**src/rtl/cpureg_wide_arb.sv**
```systemverilog
// Shares one wide indirect-register expansion bus among NREQ requesters with timeout abort.
// Define CPUREG_WIDE_ARB_FIXPRI_EN for fixed priority (lowest index wins); default is round-robin.
module cpureg_wide_arb #(
  parameter int BUSWIDTH = 128,
  parameter int NREQ     = 2,
  parameter int TOUTW    = 8
) (
  input  logic                     clk,
  input  logic                     rst_n,
  input  logic [NREQ-1:0]          req_ws,
  input  logic [NREQ-1:0]          req_rs,
  input  logic [NREQ*BUSWIDTH-1:0] req_di,
  output logic [NREQ-1:0]          req_rdy,
  output logic [NREQ-1:0]          req_err,
  output logic [BUSWIDTH-1:0]      req_do,
  output logic                     upws_e,
  output logic                     uprs_e,
  output logic [BUSWIDTH-1:0]      updi_e,
  input  logic                     uprdy_e,
  input  logic [BUSWIDTH-1:0]      updo_e,
  input  logic [TOUTW-1:0]         tout_cfg,
  output logic [NREQ-1:0]          gnt
);

  // state | meaning
  // IDLE  | sample pending strobes, pick a winner, launch the expansion access
  // WAIT  | expansion strobe held, waiting for uprdy_e or timeout
  // RESP  | one-cycle req_rdy/req_err to the winner, release grant

  localparam int PTRW = (NREQ > 1) ? $clog2(NREQ) : 1;

  typedef enum logic [1:0] {ST_IDLE, ST_WAIT, ST_RESP} state_t;

  state_t               state, state_n;
  logic [PTRW-1:0]      gidx, gidx_n;
  logic [TOUTW-1:0]     cnt, cnt_n;
  logic [NREQ-1:0]      gnt_n, req_rdy_n, req_err_n;
  logic                 upws_n, uprs_n;
  logic [BUSWIDTH-1:0]  updi_n, req_do_n;

  logic [NREQ-1:0]      pend;
  logic [PTRW:0]        srch;
  logic                 win_vld;
  logic [PTRW-1:0]      win_idx;
  logic [NREQ-1:0]      win_oh;
  logic [BUSWIDTH-1:0]  win_di;
  logic                 tout_hit;

`ifndef CPUREG_WIDE_ARB_FIXPRI_EN
  logic [PTRW-1:0]      ptr, ptr_n;
`endif

  // Winner search: circular from ptr, or from index 0 in fixed-priority builds.
  always_comb begin
    pend    = req_ws | req_rs;
    win_vld = 1'b0;
    win_idx = '0;
    srch    = '0;
    for (int k = 0; k < NREQ; k++) begin
`ifdef CPUREG_WIDE_ARB_FIXPRI_EN
      srch = (PTRW+1)'(k);
`else
      srch = {1'b0, ptr} + (PTRW+1)'(k);
      if (srch >= (PTRW+1)'(NREQ))
        srch = srch - (PTRW+1)'(NREQ);
`endif
      if (!win_vld && pend[srch[PTRW-1:0]]) begin
        win_vld = 1'b1;
        win_idx = srch[PTRW-1:0];
      end
    end
  end

  always_comb begin
    win_oh          = '0;
    win_oh[win_idx] = 1'b1;
    win_di          = '0;
    for (int i = 0; i < NREQ; i++) begin
      if (win_idx == PTRW'(i))
        win_di = req_di[i*BUSWIDTH +: BUSWIDTH];
    end
  end

  assign tout_hit = (tout_cfg != '0) && (cnt == tout_cfg);

  always_comb begin
    state_n   = state;
    gidx_n    = gidx;
    cnt_n     = cnt;
    gnt_n     = gnt;
    upws_n    = upws_e;
    uprs_n    = uprs_e;
    updi_n    = updi_e;
    req_rdy_n = req_rdy;
    req_err_n = req_err;
    req_do_n  = req_do;
`ifndef CPUREG_WIDE_ARB_FIXPRI_EN
    ptr_n     = ptr;
`endif
    case (state)
      ST_IDLE: begin
        upws_n = 1'b0;
        uprs_n = 1'b0;
        if (win_vld) begin
          gnt_n   = win_oh;
          gidx_n  = win_idx;
          updi_n  = win_di;
          upws_n  = req_ws[win_idx];
          uprs_n  = !req_ws[win_idx];
          cnt_n   = '0;
          state_n = ST_WAIT;
        end
      end
      ST_WAIT: begin
        // Ready has priority over a timeout landing in the same cycle.
        if (uprdy_e) begin
          upws_n          = 1'b0;
          uprs_n          = 1'b0;
          req_do_n        = uprs_e ? updo_e : '0;
          req_rdy_n[gidx] = 1'b1;
          state_n         = ST_RESP;
        end else if (tout_hit) begin
          upws_n          = 1'b0;
          uprs_n          = 1'b0;
          req_do_n        = '1;
          req_rdy_n[gidx] = 1'b1;
          req_err_n[gidx] = 1'b1;
          state_n         = ST_RESP;
        end else if (cnt != '1) begin
          cnt_n = cnt + TOUTW'(1);
        end
      end
      ST_RESP: begin
        req_rdy_n = '0;
        req_err_n = '0;
        gnt_n     = '0;
`ifndef CPUREG_WIDE_ARB_FIXPRI_EN
        ptr_n     = (gidx == PTRW'(NREQ-1)) ? '0 : gidx + PTRW'(1);
`endif
        state_n   = ST_IDLE;
      end
      default: state_n = ST_IDLE;
    endcase
  end

  always_ff @(posedge clk or negedge rst_n) begin
    if (!rst_n) begin
      state   <= ST_IDLE;
      gidx    <= '0;
      cnt     <= '0;
      gnt     <= '0;
      upws_e  <= 1'b0;
      uprs_e  <= 1'b0;
      updi_e  <= '0;
      req_rdy <= '0;
      req_err <= '0;
      req_do  <= '0;
`ifndef CPUREG_WIDE_ARB_FIXPRI_EN
      ptr     <= '0;
`endif
    end else begin
      state   <= state_n;
      gidx    <= gidx_n;
      cnt     <= cnt_n;
      gnt     <= gnt_n;
      upws_e  <= upws_n;
      uprs_e  <= uprs_n;
      updi_e  <= updi_n;
      req_rdy <= req_rdy_n;
      req_err <= req_err_n;
      req_do  <= req_do_n;
`ifndef CPUREG_WIDE_ARB_FIXPRI_EN
      ptr     <= ptr_n;
`endif
    end
  end

endmodule

```
**config.mk**
```make
export PLATFORM = sky130hd
export DESIGN_NAME = cpureg_wide_arb
export DESIGN_NICKNAME = d
export VERILOG_FILES = /design/src/rtl/cpureg_wide_arb.sv
export SDC_FILE = /design/constraint.sdc
export NUM_CORES = 1
export LEC_CHECK = 0
export ABC_AREA = 1
export ABC_CLOCK_PERIOD_IN_PS = 2000
export CORE_AREA = 3 3 255 257
export DETAILED_ROUTE_END_ITERATION = 16
export DIE_AREA = 0 0 258 260
export MAX_ROUTING_LAYER = met4
export PLACE_DENSITY = 0.56
export SLEW_MARGIN = 10
export SYNTH_ARGS = -nofsm -noshare
export SYNTH_HDL_FRONTEND = slang
export SYNTH_SLANG_ARGS = --single-unit
export TNS_END_PERCENT = 1
```
**constraint.sdc**
```tcl
create_clock -name clk -period 2 [get_ports clk]
set_clock_uncertainty 0.15 [all_clocks]
set_input_delay 0.6 -clock clk [delete_from_list [all_inputs] [get_ports clk]]
set_output_delay 0.6 -clock clk [all_outputs]
set_load 0.05 [all_outputs]
```
==> results of run 1 <==
==> layer usage <==
metal,vias up,wire length [um]
met1,6250,23040
met2,584,29390
li1,6206,-
met4,0,1736
met3,76,4540
met5,-,0
==> final timing paths <==
check                      cells after the start           to
max in group asynchronous                      3   updi_e[42]
min                                            2   updi_e[16]
max                                           12  updi_e[127]
max reg2reg                                    7   req_do[91]
min in group asynchronous                      2   req_do[90]
min reg2reg                                    2   updi_e[16]
==> metrics by stage <==
step / instances / TNS (ps) / instance area [um^2] / total power [mW]
finish: 3048 / 0 / 23700 / 49.07
global route: 3047 / -2010 / 23700 / 51.45
CTS: 3020 / -20.87 / 23150 / 48.25
detailed placement: 2956 / -132290 / 21880 / 41.13
global placement: 2956 / -116390 / 21880 / 40.82
floorplan: 1452 / 0 / 12080 / 25.60
==> sequential cells by signal, indices dropped and copies added (netlist names), 2 cells and up <==
register,flops
gnt,2
updi_e,128
req_rdy,2
req_do,128
req_err,2
state,2
cnt,8
==> power breakdown <==
part | switching, mW | leakage [nW] | internal, mW
logic | 18.1 | 6.55 | 12.9
clock network | 2.49 | 0.613 | 4.39
registers | 2.76 | 3.29 | 8.49
total | 23.3 | 10.5 | 25.8
==> worst min-delay path, cell delays in order, from the launching register on <==
cell	delay, ps
sky130_fd_sc_hd__dfrtp_1	340
sky130_fd_sc_hd__nand2_1	50
sky130_fd_sc_hd__o21ai_0	60
==> area by class of cell <==
type                    instances  share of cell area [%]
diodes                          6                 0.06336
clock buffers                  48                   4.208
clock inverters                14                   1.035
inverters                      30                  0.5385
multi-input cells            1046                   19.63
flip-flops and latches        276                   29.17
well taps                     846                   4.467
repair buffers                782                   40.90
==> cell families (layout without fill, tap and decap cells) <==
kind of cell | after synthesis | after routing | share of synthesized area (%)
and+or+nand+nor | 642 | 644 | 20.62
other | 0 | 6 | 0
adders and majority gates | 4 | 4 | 0.4144
xor gates and xnor gates | 3 | 3 | 0.2176
AOI/OAI and AO/OA | 395 | 395 | 16.38
buffers and inverters | 132 | 874 | 5.190
DFF | 276 | 276 | 57.18
==> what timing repair did <==
action                                 4_1_cts  5_1_grt
endpoints found under the hold margin       22        0
pin swaps                                    0        6
setup buffers                                1        7
setup endpoints to repair                   11      237
gates resized for setup                      3       66
cloned                                       0       15
hold buffers                                 1        0
==> layout by cell type, fill, tap and decap left out, drive strengths merged, types with 6 or more instances in the layout <==
cell type | synthesis | routed
clkdlybuf4s50 | 0 | 395
nor2 | 403 | 403
a21oi | 132 | 132
bufinv | 0 | 7
clkinv | 0 | 7
nand3 | 19 | 19
diode | 0 | 6
nand2 | 203 | 205
o21ai | 262 | 262
nand4 | 11 | 11
buf | 37 | 373
dfrtp | 276 | 276
clkbuf | 65 | 59
inv | 30 | 30
==> impl_summary.log, run 1 <==
INFO  metric syn_inst = 1,452
INFO  metric drc = 0
INFO  metric timing.hold.worst.start = updi_e[16]
INFO  metric run_status = finished clean
INFO  metric hold_viol_final = 0
INFO  metric yosys_warnings = 0
INFO  metric detail_route.wl_per_cell = 19.26 um
INFO  metric endpoint_kind = flop
INFO  metric synth_sequential_area_ratio = 57.18%
INFO  metric p_per_area = 2071 nW/um^2
INFO  metric report.final.slew_viol_count = 0
INFO  metric final_antenna_net_count = 0
INFO  metric critPathLaunchType = input port
INFO  metric met3_usage = 4.635%
INFO  metric synth_largest_area_cell = sky130_fd_sc_hd__dfrtp_1
INFO  metric syn_area_per_cell = 8.318 um^2
INFO  metric use_met1 = 18.58%
INFO  metric max_freq = 509.0 MHz
INFO  metric crit_arrival = 2220 ps
INFO  metric multi_input_logic_area = 4651 um^2
INFO  metric path_delay_family = buffers and inverters
INFO  metric edff_count_synth = 0
INFO  metric globalRouteMet2Util = 28.09%
INFO  metric detail_route.vias_per_cell = 4.303
INFO  metric first_global_vias = 13,270
INFO  metric max_cap_viol_count = 0
INFO  metric timing.critical_path.cells = clkdlybuf4s50_1 -> inv_1 -> nand2_2 -> nor2_2 -> buf_6 -> nor2_4 -> buf_12 -> inv_12 -> buf_12 -> clkbuf_16 -> nand2_1 -> nand3_1
INFO  metric critical_path.startpoint = req_rs[0]
INFO  metric yosys_most_used_dff = sky130_fd_sc_hd__dfrtp_1
INFO  metric die-height = 260 um
INFO  metric clkLatencyLatePin = 520 ps
INFO  metric cts-htree-levels = 2
INFO  metric busiest_layer = met2
INFO  metric first_iter_violations = 708
INFO  metric area_fraction_of_the_dominant_cell_type_after_synthesis = 57.18%
INFO  metric dpl_worst_slack = -604.3 ps
INFO  metric core_area = 62,970 um^2
INFO  metric rsz_0062_raised_after_global_routing = yes
INFO  metric initial_core_util = 19.18%
INFO  metric cts.clk_slew.worst_paths = 60 ps
INFO  metric syn_area = 12,080 um^2
INFO  metric ys_seq_elements = 276
INFO  metric finalSetupViolCount = 0
INFO  metric layout-drive-gt1-share = 21.22%
INFO  metric final_critical_path_setup_slack = 35.49 ps
INFO  metric slew-limit-headroom = 69.75%
INFO  metric hold_path_class = reg -> reg
INFO  metric clock_tree_from_tritoncts = yes
INFO  metric final.period_utilization = 98.23%
INFO  metric clockBufferDepth = 3
INFO  metric most_repeated_cell_in_the_gate_level_netlist_after_synthesis = sky130_fd_sc_hd__nor2_1
INFO  metric maximum_number_of_pins_on_one_net_before_global_route_repair = 75
INFO  metric storage_element_area = 6912 um^2
INFO  metric antenna_found_initial = 5
INFO  metric clkSinkCount = 276
INFO  metric hpwl_dp = 44,510 um
INFO  metric cp_most_frequent_cell = sky130_fd_sc_hd__buf_12
INFO  metric worst-slew-pin-transition = 453.8 ps
INFO  metric total_iterations_of_the_first_detailed_routing_run = 5
INFO  metric drt_wl_total = 58,710 um
INFO  metric crit_fanout = 9
INFO  metric dieWidth = 258 um
INFO  metric dieArea = 67,080 um^2
INFO  metric timing.reg2reg.setup_slack = 110 ps
INFO  metric global_route.usage.total = 16.36%
INFO  metric cts_inserted_buffers = 35
INFO  metric globalplace.congestion = 0.8996
INFO  metric row_count = 92
INFO  metric critical_path.slowest_cell = sky130_fd_sc_hd__clkdlybuf4s50_1
INFO  metric synth_fp_nets = 1,855
INFO  metric critPathKind = in -> reg
INFO  metric critPathRequiredTime = 2250 ps
INFO  metric relative_area_change_from_synthesis_to_final_layout = 96.21%
INFO  metric r2r-start = state[1]
INFO  metric global_route_wire_length_before_repair = 82,060 um
INFO  metric final_util = 37.64%
INFO  metric post_synth_most_frequent_cells = sky130_fd_sc_hd__nor2_1 (401), sky130_fd_sc_hd__dfrtp_1 (276), sky130_fd_sc_hd__o21ai_0 (233), sky130_fd_sc_hd__nand2_1 (202), sky130_fd_sc_hd__a21oi_1 (132)
INFO  metric final_net_count = 2,574
INFO  metric netlist_top_cells_area = sky130_fd_sc_hd__dfrtp_1 (57%), sky130_fd_sc_hd__nor2_1 (12%), sky130_fd_sc_hd__o21ai_0 (9.7%)
INFO  metric leakage_power = 10.45 nW
INFO  metric layout.filler_cells = 6,179
INFO  metric clock-root-buffer = sky130_fd_sc_hd__clkbuf_16
INFO  metric grt.overflow.total = 0
INFO  metric share_of_flip_flops_with_an_asynchronous_set_or_reset = 100.0%
INFO  metric critPathMaxStageDelay = 450 ps
INFO  metric final_critical_path_required_period = 1965 ps
INFO  metric crit_buf_inv = 7
INFO  metric irDropWorstVdd = 0.8773 mV
INFO  metric placement.io_buffers = 662
INFO  metric cell_variety_after_synth = 25
INFO  metric io_pins = 663
INFO  metric vias = 13,120
INFO  metric hold_slack = 339.3 ps
Note: power is estimated with default switching activity, not from simulation.
==> inputs of run 2 (changes only) <==
- CORE_AREA: 3 3 255 257 -> 8 8 253 255
- DIE_AREA: 0 0 258 260 -> 0 0 261 263
- PLACE_DENSITY: 0.56 -> 0.58
==> run 2 against run 1 <==
Die area up 2.3%. Sequential power about the same. Clock power fell by 9.7%. Register-to-register slack lost 20 ps. Largest power group unchanged. Combinational power up 3%. Fmax down 0.40%. Utilization grew 2.2 points. Critical endpoint is now req_do[83]. Largest cell class unchanged. Global-route usage rose by 0.63 points. Flip-flop and latch count unchanged.
==> impl_summary.log, run 2 (same netlist as run 1, synthesis figures left out) <==
INFO  metric run_status = finished clean
INFO  metric slew-limit-headroom = 73.48%
INFO  metric first_iter_violations = 924
INFO  metric hold_path_class = reg -> reg
INFO  metric crit_buf_inv = 2
INFO  metric dpl_worst_slack = -563.2 ps
INFO  metric hold_path_end = updi_e[10]
INFO  metric crit_arrival = 2270 ps
INFO  metric timing.critical_path.cells = clkdlybuf4s50_1 -> xnor2_1 -> nand2_1 -> nor2_4 -> nand4_4 -> nand2_8 -> clkbuf_16 -> nor2_1 -> nor2_1
INFO  metric most-common-layout-cells = sky130_fd_sc_hd__nor2_1 (398), sky130_fd_sc_hd__clkdlybuf4s50_1 (397), sky130_fd_sc_hd__dfrtp_1 (274), sky130_fd_sc_hd__buf_12 (258), sky130_fd_sc_hd__o21ai_0 (231)
INFO  metric row_count = 90
INFO  metric final_antenna_net_count = 0
INFO  metric clkSinkCount = 276
INFO  metric timing.hold.worst.start = updi_e[10]
INFO  metric irDropWorstVdd = 0.9275 mV
INFO  metric clock-root-buffer = sky130_fd_sc_hd__clkbuf_16
INFO  metric drc = 0
INFO  metric maximum_number_of_pins_on_one_net_before_global_route_repair = 75
INFO  metric placement.io_buffers = 662
INFO  metric layout_top_registers = req_do x128, updi_e x128, cnt x8
INFO  metric cts.clk_slew.worst_paths = 60 ps
INFO  metric antenna_found_initial = 10
INFO  metric relative_area_change_from_synthesis_to_final_layout = 97.60%
INFO  metric first_global_vias = 13,350
INFO  metric dieArea = 68,640 um^2
INFO  metric cp_most_frequent_cell = sky130_fd_sc_hd__nor2_1
INFO  metric clockBufferDepth = 3
INFO  metric critPathKind = in -> reg
INFO  metric global_route.usage.total = 16.98%
INFO  metric final.period_utilization = 98.62%
INFO  metric report.final.slew_viol_count = 0
INFO  metric grt.overflow.total = 0
INFO  metric max_freq = 507.0 MHz
INFO  metric crit-reg2reg-capture = updi_e[82]
INFO  metric leakage_power = 10.45 nW
INFO  metric total_iterations_of_the_first_detailed_routing_run = 5
INFO  metric path_delay_family = simple AND/OR/NAND/NOR gates
INFO  metric finalSetupViolCount = 0
INFO  metric detail_route.vias_per_cell = 4.415
INFO  metric core_area = 59,910 um^2
INFO  metric final_net_count = 2,554
INFO  metric storage_element_area = 6912 um^2
INFO  metric layout-drive-gt1-share = 20.29%
INFO  metric min_delay_path_depth = 2
INFO  metric final_critical_path_setup_slack = 27.55 ps
INFO  metric initial_core_util = 20.16%
INFO  metric layout_commonest_cell = sky130_fd_sc_hd__nor2_1
INFO  metric critPathMaxStageDelay = 500 ps
INFO  metric cts_inserted_buffers = 34
INFO  metric detail_route.wl_per_cell = 20.67 um
INFO  metric endpoint_kind = flop
INFO  metric globalplace.congestion = 0.8721
INFO  metric crit_fanout = 23
INFO  metric cts-htree-levels = 2
INFO  metric clock_tree_from_tritoncts = yes
INFO  metric timing.reg2reg.setup_slack = 90 ps
INFO  metric layout.filler_cells = 5,817
INFO  metric rsz_0062_raised_after_global_routing = yes
INFO  metric multi_input_logic_area = 4622 um^2
INFO  metric hpwl_dp = 48,870 um
INFO  metric critPathRequiredTime = 2290 ps
INFO  metric max_cap_viol_count = 0
INFO  metric hold_slack = 339.1 ps
INFO  metric hold_viol_final = 0
INFO  metric io_pins = 663
INFO  metric clkLatencyLatePin = 520 ps
INFO  metric global_route_wire_length_before_repair = 86,080 um
INFO  metric r2r-start = state[0]
INFO  metric die-height = 263 um
INFO  metric dieWidth = 261 um
INFO  metric p_per_area = 2078 nW/um^2
INFO  metric worst-slew-pin-transition = 397.7 ps
INFO  metric critPathLaunchType = input port
INFO  metric vias = 13,090
INFO  metric drt_wl_total = 61,290 um
INFO  metric worst-r2r-cell-count = 10
INFO  metric critical_path.slowest_cell = sky130_fd_sc_hd__clkdlybuf4s50_1
INFO  metric final_critical_path_required_period = 1972 ps
-- run 2: cell count changes in the layout (fill, tap and decap cells not counted), moves of 5 or more --
cell,delta
sky130_fd_sc_hd__o21ai_0,+28
sky130_fd_sc_hd__buf_4,-55
sky130_fd_sc_hd__bufinv_16,-6
sky130_fd_sc_hd__clkbuf_16,-7
sky130_fd_sc_hd__clkinv_2,-5
sky130_fd_sc_hd__clkbuf_8,+5
sky130_fd_sc_hd__buf_6,-12
sky130_fd_sc_hd__o21ai_1,-27
sky130_fd_sc_hd__buf_12,+56
-- run 2: per-stage QoR --
step	power (mW)	TNS [ps]	util, %	cells	area [um^2]
after floorplan	25.60	0	-	1452	12080
final	49.60	0	39.84	2965	23870
after CTS	49.66	-27.28	39.45	2946	23630
after detailed placement	43.27	-128140	37.54	2886	22490
after global placement	42.91	-122920	37.54	2886	22490
after global routing	51.95	-217.5	39.84	2965	23870
-- run 2: how the worst max path moves through the flow --
stage                start  slack, ps  depth (start not counted)           to
2_1_floorplan    req_ws[0]        200                          9  updi_e[107]
3_3_place_gp     req_ws[1]       -510                         11   updi_e[76]
3_5_place_dp     req_ws[1]       -560                         11   updi_e[82]
4_1_cts             uprs_e        -30                          1       uprs_e
5_1_grt        tout_cfg[6]        -20                         10   req_do[11]
6_report       tout_cfg[3]         30                          9   req_do[83]
-- run 2: what timing repair did --
item,4_1_cts,5_1_grt
cloned,0,5
setup endpoints to repair,1,172
hold buffers,1,0
setup buffers,1,4
pin swaps,0,4
gates resized for setup,0,19
hold endpoints to repair,21,0
-- run 2: cell type report --
cell class              instances  area share, %
clock buffers                  52          4.451
flip-flops and latches        276          28.96
multi-input cells            1045          19.37
diodes                         10         0.1049
well taps                     782          4.100
repair buffers                764          42.26
clock inverters                 6         0.2674
inverters                      30         0.4928
-- run 2: tightest hold or removal path, delay by kind of cell, from the launching register on --
family           cells  cell delay [ps]
AND/OR/NAND/NOR      1               50
AO/OA/AOI/OAI        1               60
flip-flops           1              340
-- run 2: power breakdown --
group          internal [mW]  total [mW]  leakage [nW]  switching [mW]
Clock                   3.78        6.21         0.549            2.43
Combinational           13.9        31.8          6.61            17.9
Sequential              8.49        11.6          3.29            3.09
-- run 2: routing by layer --
layer | share of wire, % | GRT usage, %
met1 | 38 | 18.20
met2 | 48 | 28.46
met3 | 10 | 6.410
met4 | 3.9 | 6.181
met5 | 0 | -
